===== src/rtl/rv32_imm_enc.sv =====
// RV32 instruction encoder: packs opcode, register fields and a decoded-form
// immediate into a 32-bit instruction word. Flags immediates that do not fit
// the selected format. Two-stage valid/ready pipeline feeding an instruction
// memory writer, with a write-address counter and a saturating error counter.
module rv32_imm_enc #(
  parameter int XPR_LEN = 32,
  parameter int ADDR_W  = 12,
  parameter int CNT_W   = 16
) (
  input  logic               clk,
  input  logic               rst_n,
  input  logic               in_valid,
  output logic               in_ready,
  input  logic [6:0]         in_opcode,
  input  logic [4:0]         in_rd,
  input  logic [4:0]         in_rs1,
  input  logic [4:0]         in_rs2,
  input  logic [2:0]         in_funct3,
  input  logic [6:0]         in_funct7,
  input  logic [11:0]        in_csr,
  input  logic [XPR_LEN-1:0] in_imm,
  input  logic               addr_load,
  input  logic [ADDR_W-1:0]  addr_load_val,
  output logic               out_valid,
  input  logic               out_ready,
  output logic [XPR_LEN-1:0] out_instr,
  output logic [ADDR_W-1:0]  out_addr,
  output logic               out_err,
  output logic [CNT_W-1:0]   err_cnt
);

  typedef enum logic [2:0] {
    FMT_I, FMT_CSRI, FMT_S, FMT_B, FMT_U, FMT_J, FMT_R
  } fmt_e;

  // True when bits [XPR_LEN-1:lsb] of v are all equal, i.e. v survives
  // truncation to lsb+1 bits followed by sign extension.
  function automatic logic sext_fits(input logic [XPR_LEN-1:0] v,
                                     input int unsigned lsb);
    logic signed [XPR_LEN-1:0] s;
    logic signed [XPR_LEN-1:0] sh;
    s  = v;
    sh = s >>> lsb;
    return (sh == '0) || (sh == '1);
  endfunction

  // Counter increment that sticks at all-ones.
  function automatic logic [CNT_W-1:0] sat_inc(input logic [CNT_W-1:0] c);
    return (&c) ? c : c + 1'b1;
  endfunction

  // Field placement for each format; out-of-range immediates are truncated.
  function automatic logic [XPR_LEN-1:0] pack_word(
    input fmt_e               fmt,
    input logic [6:0]         op,
    input logic [4:0]         rd,
    input logic [4:0]         rs1,
    input logic [4:0]         rs2,
    input logic [2:0]         f3,
    input logic [6:0]         f7,
    input logic [11:0]        csr,
    input logic [XPR_LEN-1:0] imm
  );
    logic [XPR_LEN-1:0] w;
    case (fmt)
      FMT_CSRI: w = {csr, imm[4:0], f3, rd, op};
      FMT_S:    w = {imm[11:5], rs2, rs1, f3, imm[4:0], op};
      FMT_B:    w = {imm[11], imm[9:4], rs2, rs1, f3, imm[3:0], imm[10], op};
      FMT_U:    w = {imm[31:12], rd, op};
      FMT_J:    w = {imm[19], imm[9:0], imm[10], imm[18:11], rd, op};
      FMT_R:    w = {f7, rs2, rs1, f3, rd, op};
      default:  w = {imm[11:0], rs1, f3, rd, op};
    endcase
    return w;
  endfunction

  logic advance;
  logic out_hs;

  fmt_e fmt_d;
  logic ok_d;

  logic               vld_p1_q;
  fmt_e               fmt_p1_q;
  logic               ok_p1_q;
  logic [6:0]         op_p1_q;
  logic [4:0]         rd_p1_q;
  logic [4:0]         rs1_p1_q;
  logic [4:0]         rs2_p1_q;
  logic [2:0]         f3_p1_q;
  logic [6:0]         f7_p1_q;
  logic [11:0]        csr_p1_q;
  logic [XPR_LEN-1:0] imm_p1_q;

  logic [XPR_LEN-1:0] instr_d;
  logic               out_valid_q;
  logic [XPR_LEN-1:0] out_instr_q;
  logic               out_err_q;
  logic [ADDR_W-1:0]  out_addr_q;
  logic [ADDR_W-1:0]  addr_d;
  logic [CNT_W-1:0]   err_cnt_q;
  logic [CNT_W-1:0]   cnt_d;

  // Both stages shift together whenever the output slot is free or draining.
  assign advance  = !out_valid_q || out_ready;
  assign in_ready = advance;
  assign out_hs   = out_valid_q && out_ready;

  // ---- stage 0 -> 1: format select and representability check ----

  // Opcode selects the format; unknown opcodes fall back to I-type.
  always_comb begin
    fmt_d = FMT_I;
    case (in_opcode)
      7'b1100111, 7'b0000011, 7'b0010011, 7'b0001111: fmt_d = FMT_I;
      7'b1110011: fmt_d = FMT_CSRI;
      7'b0100011: fmt_d = FMT_S;
      7'b1100011: fmt_d = FMT_B;
      7'b0110111, 7'b0010111: fmt_d = FMT_U;
      7'b1101111: fmt_d = FMT_J;
      7'b0110011: fmt_d = FMT_R;
      default:    fmt_d = FMT_I;
    endcase
    ok_d = 1'b1;
    case (fmt_d)
      FMT_I, FMT_S, FMT_B: ok_d = sext_fits(in_imm, 11);
      FMT_CSRI:            ok_d = sext_fits(in_imm, 4);
      FMT_U:               ok_d = (in_imm[11:0] == 12'h000);
      FMT_J:               ok_d = sext_fits(in_imm, 19);
      default:             ok_d = 1'b1;
    endcase
  end

  // Stage-1 valid: the only control bit that needs reset in this stage.
  always_ff @(posedge clk or negedge rst_n) begin
    if (!rst_n) begin
      vld_p1_q <= 1'b0;
    end else if (advance) begin
      vld_p1_q <= in_valid;
    end
  end

  // Stage-1 payload is qualified by vld_p1_q, so it is left unreset.
  always_ff @(posedge clk) begin
    if (advance && in_valid) begin
      fmt_p1_q <= fmt_d;
      ok_p1_q  <= ok_d;
      op_p1_q  <= in_opcode;
      rd_p1_q  <= in_rd;
      rs1_p1_q <= in_rs1;
      rs2_p1_q <= in_rs2;
      f3_p1_q  <= in_funct3;
      f7_p1_q  <= in_funct7;
      csr_p1_q <= in_csr;
      imm_p1_q <= in_imm;
    end
  end

  // ---- stage 1 -> 2: pack into the output register ----

  assign instr_d = pack_word(fmt_p1_q, op_p1_q, rd_p1_q, rs1_p1_q, rs2_p1_q,
                             f3_p1_q, f7_p1_q, csr_p1_q, imm_p1_q);

  // Output register holds its word while the consumer stalls.
  always_ff @(posedge clk or negedge rst_n) begin
    if (!rst_n) begin
      out_valid_q <= 1'b0;
      out_instr_q <= '0;
      out_err_q   <= 1'b0;
    end else if (advance) begin
      out_valid_q <= vld_p1_q;
      if (vld_p1_q) begin
        out_instr_q <= instr_d;
        out_err_q   <= !ok_p1_q;
      end
    end
  end

  // Address follows the word in the output slot; a load overrides a step.
  always_comb begin
    addr_d = out_addr_q;
    if (addr_load) begin
      addr_d = addr_load_val;
    end else if (out_hs) begin
      addr_d = out_addr_q + 1'b1;
    end
    cnt_d = err_cnt_q;
    if (out_hs && out_err_q) begin
      cnt_d = sat_inc(err_cnt_q);
    end
  end

  // Address and error-counter state.
  always_ff @(posedge clk or negedge rst_n) begin
    if (!rst_n) begin
      out_addr_q <= '0;
      err_cnt_q  <= '0;
    end else begin
      out_addr_q <= addr_d;
      err_cnt_q  <= cnt_d;
    end
  end

  assign out_valid = out_valid_q;
  assign out_instr = out_instr_q;
  assign out_err   = out_err_q;
  assign out_addr  = out_addr_q;
  assign err_cnt   = err_cnt_q;

endmodule

===== config.mk =====
export PLATFORM = sky130hd
export DESIGN_NAME = rv32_imm_enc
export DESIGN_NICKNAME = d
export VERILOG_FILES = /design/src/rtl/rv32_imm_enc.sv
export SDC_FILE = /design/constraint.sdc
export NUM_CORES = 1
export LEC_CHECK = 0
export ABC_CLOCK_PERIOD_IN_PS = 6760
export BUFFER_PORTS_ARGS = -buffer_cell sky130_fd_sc_hd__clkbuf_2
export CORE_MARGIN = 5
export CORE_UTILIZATION = 45
export CTS_CLUSTER_SIZE = 10
export DETAILED_ROUTE_END_ITERATION = 16
export GPL_ROUTABILITY_DRIVEN = 0
export HOLD_SLACK_MARGIN = 0.05
export PLACE_DENSITY = 0.7
export SLEW_MARGIN = 30
export SYNTH_ARGS = -nofsm -noshare
export SYNTH_HDL_FRONTEND = slang
export SYNTH_SLANG_ARGS = --single-unit

===== constraint.sdc =====
create_clock -name clk -period 6.76 [get_ports clk]
set_clock_uncertainty 0.1 [all_clocks]
set_input_delay 0.676 -clock clk [delete_from_list [all_inputs] [get_ports clk]]
set_output_delay 0.676 -clock clk [all_outputs]
set_load 0.01 [all_outputs]

==> impl_metrics.toml, run 1 <==
[worst_setup_path]
critPathMaxStageDelay_ns = 0.42
regToRegEndpoint = "out_instr[20]$_DFFE_PN0P_"
path_buf_inv = 1
reg2reg_from = "fmt_p1_q[2]$_DFFE_PP_"
crit_path_max_fanout = 6
startpoint = "out_valid$_DFFE_PN0N_"
worst-r2r-setup-slack_ns = 4.75
critPathSlowestCell = "dfrtp_1"
worst_ep_arrival_time_ns = 1.28
crit_family = "flip-flops"
path_class = "register to output pin"
critPathRequiredTime_ns = 5.98
ff2ff_path_depth = 6
startpoint_type = "register"
worstSetupEndpointType = "output pin"
crit_chain = "nand2b_1, clkbuf_2"

[timing]
layout_min_cycle_time_ns = 2.06
rsz0062_at_grt = "false"
timing.setup.tns_ns = 0
hold_viol = 0
setup_violations = 0
relSlewSlack_pct = 45.3
worst_pin_slew_ns = 0.821
drv_slew = 0
period_share_pct = 30.4
timing.fmax_ghz = 0.487

[worst_hold_path]
min_to = "rs2_p1_q[1]$_DFFE_PP_"
holdPathStages = 1
hold_path_class = "input port to register"
hold_start = "in_rs2[1]"

[synthesis]
netlist_instances = 530
synth_flop_cell = "edfxtp_1"
synth_warnings = 0
yosysMostFrequentCell = "edfxtp_1"
async_reset_ff_share_pct = 44.1
syn-num-nets = 625
synth.top_cell.area_share_pct = 37.9
seq_area_frac_synth_pct = 62.8
synth_top_cell_by_area = "edfxtp_1"
synth_commonest_cells = "edfxtp_1 (80), dfrtp_1 (63), nand2_1 (58)"
synth_edf_count = 80
synth.avg_cell_area_um2 = 12.0
synth_cell_types = 53
synth_area_mm2 = 0.00634
ys_seq_elements = 143
synth_area_leaders = "edfxtp_1 (38%), dfrtp_1 (25%), o21ai_0 (3.8%)"

[status]
status = "finished, final reports clean"

[clock_network]
htree_num_levels = 4
post_cts_buffers = 0
numCtsBuffers = 17
clock_sink_count = 143
cts_tree = "done"
path_clk_slew_ns = 0.06
cts_max_path_buffers = 2
postCtsHoldBufs = 0
cts-root-buf = "clkbuf_16"
cts-resized-gates = 0
clk_latency_ns = 0.42

[routing]
routedWlPerCell_um = 16.9
detail_route.vias_per_cell = 5.37
ant_nets = 0
vias = 4708
drc_errors = 0
routed_wl_mm = 14.8
drt-initial-drc-count = 397
dr.pass1.iters = 5

[power]
clkPwrFrac_pct = 40.4
leakagePower_nw = 3.38
power_switching_share_pct = 25.8
seqPwrFrac_pct = 45.0
p_int_mw = 1.84
power.density_mw_per_mm2 = 314
vdd_drop_max_v = 0.000156
switchingPower_mw = 0.642
combPwrFrac_pct = 14.7

[floorplan]
fp.dieArea_mm2 = 0.0166
die_x_um = 129
coreArea_mm2 = 0.0138
fp.dieH_um = 129
fp-row-count = 43
initial_core_util_pct = 45.8
ioPinCount = 156

[place]
io_buffers = 155
dp_hpwl_mm = 11.1
dp_cells = 844

[global_routing]
antenna_found_initial = 0
grt_max_degree = 81
grt_pass1_wl_mm = 23.6
grt_pass1_vias = 4583
gr-usage-all-layers_pct = 18.3
grt_remaining_overflow = 0

[cells_and_area]
insertedDiodeCount = 0
nets = 779
syn2layout_area_growth_pct = 24.9
drive_above_1_share_pct = 30.3
fin_cells = 877

[flow_run]
cap_violations = 0
## cell families (layout without fill, tap and decap cells)
| logic type | after synthesis | in the layout | synth area share (%) |
|---|---|---|---|
| xor+xnor | 26 | 26 | 3.59 |
| compound gates | 118 | 118 | 11.1 |
| buf+inv | 36 | 203 | 2.59 |
| flops | 143 | 143 | 62.8 |
| fa+ha+maj | 2 | 2 | 0.395 |
| mux | 35 | 35 | 5.86 |
| simple gates | 170 | 170 | 13.7 |
## worst reg2reg max path, cell delays in order, from the launching register on
cell	delay, ns
edfxtp_1	0.32
buf_4	0.40
inv_1	0.16
nand2_1	0.42
o22a_1	0.20
o221ai_1	0.13
o21ai_0	0.19
## layer usage
layer  up-vias  GRT usage [%]  share of wire [%]  wire length, µm
li1       2261              -                  -                -
met1      2246           25.3                 45             6650
met2       180           28.4                 47             6970
met3        21           4.40                6.9             1030
met4         0           6.49                1.3              195
met5         -              0                  0                0
## final cells by class
class                      instances  area [µm²]
multi-input combinational        351        2210
tap                              180         225
fill                            1149        5910
clock inverter                    15         215
sequential                       143        3980
clock buffer                      17         425
inverter                          11        41.3
timing repair buffer             160         826
## sequential cells by signal, summed over array words and instances (netlist names)
register / count
imm_p1_q: 32
out_instr: 32
err_cnt: 16
csr_p1_q: 12
out_addr: 12
f7_p1_q: 7
op_p1_q: 7
rd_p1_q: 5
rs1_p1_q: 5
rs2_p1_q: 5
f3_p1_q: 3
fmt_p1_q: 3
ok_p1_q: 1
out_err: 1
out_valid: 1
vld_p1_q: 1
## worst max path at each step
| stage | end | slack (ns) | cells after the start |
|---|---|---|---|
| 6_report | in_ready | 4.70 | 2 |
| 5_1_grt | out_instr[20]$_DFFE_PN0P_ | 4.49 | 6 |
| 4_1_cts | in_ready | 4.71 | 2 |
| 3_5_place_dp | f7_p1_q[1]$_DFFE_PP_ | 4.31 | 3 |
| 3_3_place_gp | f7_p1_q[5]$_DFFE_PP_ | 4.38 | 3 |
| 2_1_floorplan | csr_p1_q[0]$_DFFE_PP_ | 3.41 | 2 |
## power by group through the flow
stage	sequential (mW)	combinational, mW	clock [mW]
detailed placement	1.13	0.367	0
global placement	1.13	0.354	0
floorplan	1.15	0.167	0
CTS	1.12	0.369	1.02
global route	1.13	0.406	1.07
finish	1.12	0.364	1.00
## stage by stage
stage	utilization, %	cell area [µm²]	setup WS (ns)	hold WS [ns]	power, mW
global route	57.3	7920	4.49	0.309	2.60
floorplan	-	6340	3.41	0.280	1.32
CTS	57.1	7890	4.71	0.307	2.51
finish	57.3	7920	4.70	0.332	2.48
detailed placement	52.4	7250	4.31	0.369	1.50
global placement	52.4	7250	4.38	0.357	1.48
## cell usage in the layout, fill, tap and decap left out, drive strengths merged, types with 2 or more instances in the layout
| master | n |
|---|---|
| mux2i | 21 |
| nor2b | 2 |
| o21a | 2 |
| nand2 | 58 |
| nand2b | 12 |
| o22a | 5 |
| o21ai | 48 |
| nor4 | 8 |
| nand3 | 11 |
| inv | 13 |
| and3 | 6 |
| or4 | 3 |
| and4 | 3 |
| nor3b | 2 |
| xor2 | 13 |
| nor3 | 6 |
| buf | 5 |
| edfxtp | 80 |
| clkinv | 5 |
| xnor2 | 13 |
| a21oi | 34 |
| ha | 2 |
| mux2 | 14 |
| nand4 | 13 |
| o221ai | 5 |
| nor2 | 34 |
| bufinv | 5 |
| nand3b | 6 |
| o211ai | 4 |
| clkinvlp | 3 |
| dfrtp | 63 |
| a211oi | 9 |
| and2 | 3 |
| clkbuf | 172 |
Note: power is estimated with default switching activity, not from simulation.
==> run 2: changes to the inputs <==
ABC_CLOCK_PERIOD_IN_PS = 1750   (was 6760)
PLACE_DENSITY = 0.73   (was 0.7)
clock period = 1.75 ns   (was 6.76 ns; I/O delays follow)
==> impl_metrics.toml, run 2 (same netlist as run 1, synthesis figures left out) <==
[worst_setup_path]
path_class = "input port to register"
startpoint_type = "input port"
worstSetupEndpointType = "register"
critPathMaxStageDelay_ns = 0.55
crit_path_max_fanout = 3
reg2reg_from = "fmt_p1_q[2]$_DFFE_PP_"
critPathRequiredTime_ns = 1.90
crit_chain = "dlygate4sd3_1, buf_6, or4_4, nor4_4, o311ai_2, a32oi_1"
ff2ff_path_depth = 6
critPathSlowestCell = "dlygate4sd3_1"
worst-r2r-setup-slack_ns = 0.07
regToRegEndpoint = "out_instr[25]$_DFFE_PN0P_"
worst_ep_arrival_time_ns = 2.01

[cells_and_area]
final_common_cell = "clkbuf_2"
seq_area_mm2 = 0.00398
syn2layout_area_growth_pct = 44.5
drive_above_1_share_pct = 30.5
fin_cells = 989
multi_input_comb_area_mm2 = 0.00231
insertedDiodeCount = 0
fillers = 990
nets = 891
final_area_mm2 = 0.00916
layout_common_cells = "clkbuf_2 (151), dlygate4sd3_1 (89), edfxtp_1 (80), dfrtp_1 (63), nand2_1 (56)"

[timing]
layout_min_cycle_time_ns = 1.86
worst_slack_ns = -0.106
setup_violations = 1
rsz0062_at_grt = "true"
period_share_pct = 106
relSlewSlack_pct = 61.7
timing.setup.tns_ns = -0.106
timing.hold.ws_ns = 0.0622
worst_pin_slew_ns = 0.574
hold_viol = 0
drv_slew = 0
timing.fmax_ghz = 0.539

[routing]
vias = 5308
detail_route.vias_per_cell = 5.37
routed_wl_mm = 17.3
ant_nets = 0
drt-initial-drc-count = 356
drc_errors = 0
routedWlPerCell_um = 17.5
dr.pass1.iters = 5

[global_routing]
top_usage_layer = "met2"
grtUsageMet3_pct = 5.15
grt_remaining_overflow = 0
antenna_found_initial = 0
grt_max_degree = 48
grt_pass1_wl_mm = 26.1
use_met2_pct = 33.6
grt_pass1_vias = 5138
gr-usage-all-layers_pct = 20.4
met1_usage_pct = 26.1

[clock_network]
cts-root-buf = "clkbuf_16"
path_clk_slew_ns = 0.06
clk_latency_ns = 0.41
clock_sink_count = 143
htree_num_levels = 4
cts_tree = "done"
cts_max_path_buffers = 2
numCtsBuffers = 17

[floorplan]
initial_core_util_pct = 45.8
fp-row-count = 43
fp.dieH_um = 129
ioPinCount = 156
coreArea_mm2 = 0.0138
die_x_um = 129
fp.dieArea_mm2 = 0.0166

[place]
dp_cells = 865
dp_hpwl_mm = 11.6
dpl_cell_area_mm2 = 0.00749
io_buffers = 155

[status]
violations = "negative setup slack"
status = "finished, violations left"

[worst_hold_path]
hold_start = "in_imm[17]"
hold_path_class = "input port to register"
holdPathStages = 1
min_to = "imm_p1_q[17]$_DFFE_PP_"

[flow_run]
cap_violations = 0

[power]
vdd_drop_max_v = 0.000601
total_power_mw = 9.84
leakagePower_nw = 3.94
power.density_mw_per_mm2 = 1070
-- run 2: routing by layer --
layer | routed length (µm) | up-vias | share of wire, %
li1 | - | 2495 | -
met1 | 6830 | 2475 | 40
met2 | 8360 | 304 | 48
met3 | 1680 | 34 | 9.7
met4 | 396 | 0 | 2.3
met5 | 0 | - | 0
-- run 2: cell type report --
type / count / share of cell area (%)
timing repair buffer: 272 / 21.6
multi-input combinational: 351 / 25.3
clock buffer: 17 / 4.64
clock inverter: 15 / 2.13
sequential: 143 / 43.4
tap: 180 / 2.46
inverter: 11 / 0.451
-- run 2: stage by stage --
step           setup WS (ns)  utilization (%)
2_1_floorplan         0.0200                -
3_3_place_gp         -0.0181             54.2
3_5_place_dp         -0.0851             54.2
4_1_cts               0.0109             65.3
5_1_grt              -0.0874             66.3
6_report              -0.106             66.3
-- run 2: report_power, final --
group | switching, mW | internal [mW]
clock network | 1.37 | 2.37
logic | 0.972 | 0.858
registers | 0.258 | 4.01
total | 2.60 | 7.24
-- run 2: repair_timing --
action,CTS,global route
setup buffers,0,3
hold buffers,91,1
gates resized for setup,2,22
pin swaps,0,4
endpoints found under the setup margin,2,10
hold endpoints to repair,153,1
-- run 2: how the worst max path moves through the flow --
stage	start	endpoint	slack, ns
after CTS	in_imm[5]	ok_p1_q$_DFFE_PP_	0.01
final	in_imm[18]	ok_p1_q$_DFFE_PP_	-0.11
after global routing	in_imm[11]	ok_p1_q$_DFFE_PP_	-0.09
after global placement	err_cnt[0]$_DFFE_PN0P_	err_cnt[6]$_DFFE_PN0P_	-0.02
after floorplan	out_valid$_DFFE_PN0N_	csr_p1_q[0]$_DFFE_PP_	0.02
after detailed placement	err_cnt[0]$_DFFE_PN0P_	err_cnt[6]$_DFFE_PN0P_	-0.09
-- run 2: worst max-delay path: cells and delay by family --
family,cells,cell delay (ns)
AOI/OAI and AO/OA,2,0.37
buffers and inverters,2,0.68
and+or+nand+nor,2,0.77
==> run 3: changes to the inputs <==
BUFFER_PORTS_ARGS = unset   (was -buffer_cell sky130_fd_sc_hd__clkbuf_2)
DONT_BUFFER_PORTS = 1   (was unset)
PLACE_DENSITY = 0.63   (was 0.73)
==> impl_metrics.toml, run 3 (same netlist as run 1, synthesis figures left out) <==
[power]
leakagePower_nw = 3.30
p_int_mw = 6.82
power_switching_share_pct = 26.0
clkPwrFrac_pct = 37.3
combPwrFrac_pct = 14.5
vdd_drop_max_v = 0.000730
power.density_mw_per_mm2 = 1100
seqPwrFrac_pct = 48.2
switchingPower_mw = 2.40

[worst_setup_path]
worst_ep_arrival_time_ns = 1.91
reg2reg_from = "err_cnt[1]$_DFFE_PN0P_"
path_class = "register to register"
worstSetupEndpointType = "register"
critPathSlowestCell = "dfrtp_1"
ff2ff_path_depth = 6
crit_chain = "ha_4, and2_4, nand4_4, o21a_1, buf_6, mux2_4"
crit_family = "flip-flops"
crit_path_max_fanout = 5
startpoint_type = "register"
critPathRequiredTime_ns = 1.95
critPathMaxStageDelay_ns = 0.40
worst-r2r-setup-slack_ns = 0.03
path_buf_inv = 1
regToRegEndpoint = "err_cnt[1]$_DFFE_PN0P_"

[floorplan]
fp-row-count = 43
die_x_um = 129
ioPinCount = 156
initial_core_util_pct = 45.8
coreArea_mm2 = 0.0138
fp.dieArea_mm2 = 0.0166
fp.dieH_um = 129

[cells_and_area]
insertedDiodeCount = 0
final_area_mm2 = 0.00837
layout_common_cells = "dlygate4sd3_1 (93), edfxtp_1 (80), dfrtp_1 (60), nand2_1 (57), o21ai_0 (48)"
final_common_cell = "dlygate4sd3_1"
drive_above_1_share_pct = 14.4
nets = 748
fin_util_pct = 60.5
syn2layout_area_growth_pct = 32.1

[clock_network]
cts_tree = "done"
cts_max_path_buffers = 2
clock_sink_count = 143
htree_num_levels = 4
numCtsBuffers = 17
clk_latency_ns = 0.41
path_clk_slew_ns = 0.05
cts-root-buf = "clkbuf_16"

[place]
io_buffers = 0
dpl_cell_area_mm2 = 0.00676
dp_hpwl_mm = 11.0

[routing]
routedWlPerCell_um = 19.2
routed_wl_mm = 16.3
wl_met3_mm = 1.55
ant_nets = 0
wl_met2_mm = 7.85
detail_route.vias_per_cell = 5.49
drc_errors = 0
drt-initial-drc-count = 355
dr.max_layer_used = "met4"
dr.pass1.iters = 4
wl_met1_mm = 6.65
vias = 4642

[timing]
relSlewSlack_pct = 53.0
layout_min_cycle_time_ns = 1.72
drv_slew = 0
worst_pin_slew_ns = 0.705
timing.fmax_ghz = 0.583
setup_violations = 0
period_share_pct = 98.0
hold_viol = 0
rsz0062_at_grt = "true"

[flow_run]
cap_violations = 0

[worst_hold_path]
hold_start = "in_opcode[1]"
min_to = "ok_p1_q$_DFFE_PP_"
hold_path_class = "input port to register"
holdPathStages = 2

[global_routing]
grt_pass1_vias = 4754
grt_remaining_overflow = 0
grt_max_degree = 64
grt_pass1_wl_mm = 25.2
antenna_found_initial = 0
gr-usage-all-layers_pct = 19.7

[status]
status = "finished, final reports clean"
[run 3: worst max path at each step]
stage,start,end,slack [ns],cells after the start
floorplan,out_valid$_DFFE_PN0N_,csr_p1_q[0]$_DFFE_PP_,0.02,2
finish,err_cnt[1]$_DFFE_PN0P_,err_cnt[1]$_DFFE_PN0P_,0.03,6
detailed placement,err_cnt[0]$_DFFE_PN0P_,err_cnt[1]$_DFFE_PN0P_,0.01,6
CTS,err_cnt[0]$_DFFE_PN0P_,err_cnt[1]$_DFFE_PN0P_,0.004,6
global route,err_cnt[0]$_DFFE_PN0P_,err_cnt[1]$_DFFE_PN0P_,-0.04,6
global placement,err_cnt[0]$_DFFE_PN0P_,err_cnt[1]$_DFFE_PN0P_,0.07,6
[run 3: cell type report]
type | count | area (µm²)
Fill cell | 1108 | 5460
Sequential cell | 143 | 3980
Tap cell | 180 | 225
Clock inverter | 9 | 93.8
Inverter | 11 | 41.3
Multi-Input combinational cell | 351 | 2270
Timing Repair Buffer | 129 | 1290
Clock buffer | 23 | 468
[run 3: timing repair]
action                     CTS  global route
pin swaps                    1             2
buffers inserted             0             1
setup endpoints to repair    1            19
gates resized for setup      2            14
hold endpoints to repair   156             0
hold buffers                95             0
[run 3: per-stage QoR]
stage / TNS (ns) / total power, mW / hold slack (ns) / setup slack, ns / std cells
global placement: 0 / 5.49 / -0.218 / 0.0691 / 718
CTS: 0 / 9.23 / 0.0512 / 0.00408 / 845
global route: -0.0432 / 9.63 / 0.0729 / -0.0394 / 846
detailed placement: 0 / 5.54 / -0.219 / 0.0133 / 718
finish: 0 / 9.22 / 0.0760 / 0.0344 / 846
floorplan: 0 / 5.08 / -0.221 / 0.0200 / 530
[run 3: per-layer routing]
layer	vias to the layer above	GRT usage, %
met1	2237	24.0
li1	2206	-
met3	18	7.47
met5	-	0
met4	0	6.67
met2	181	32.5
[run 3: power by group through the flow]
stage	Sequential, mW	Clock [mW]	Combinational, mW
after floorplan	4.43	0	0.650
after global placement	4.48	0	1.01
after detailed placement	4.50	0	1.05
after CTS	4.43	3.50	1.29
after global routing	4.50	3.66	1.47
final	4.44	3.44	1.34
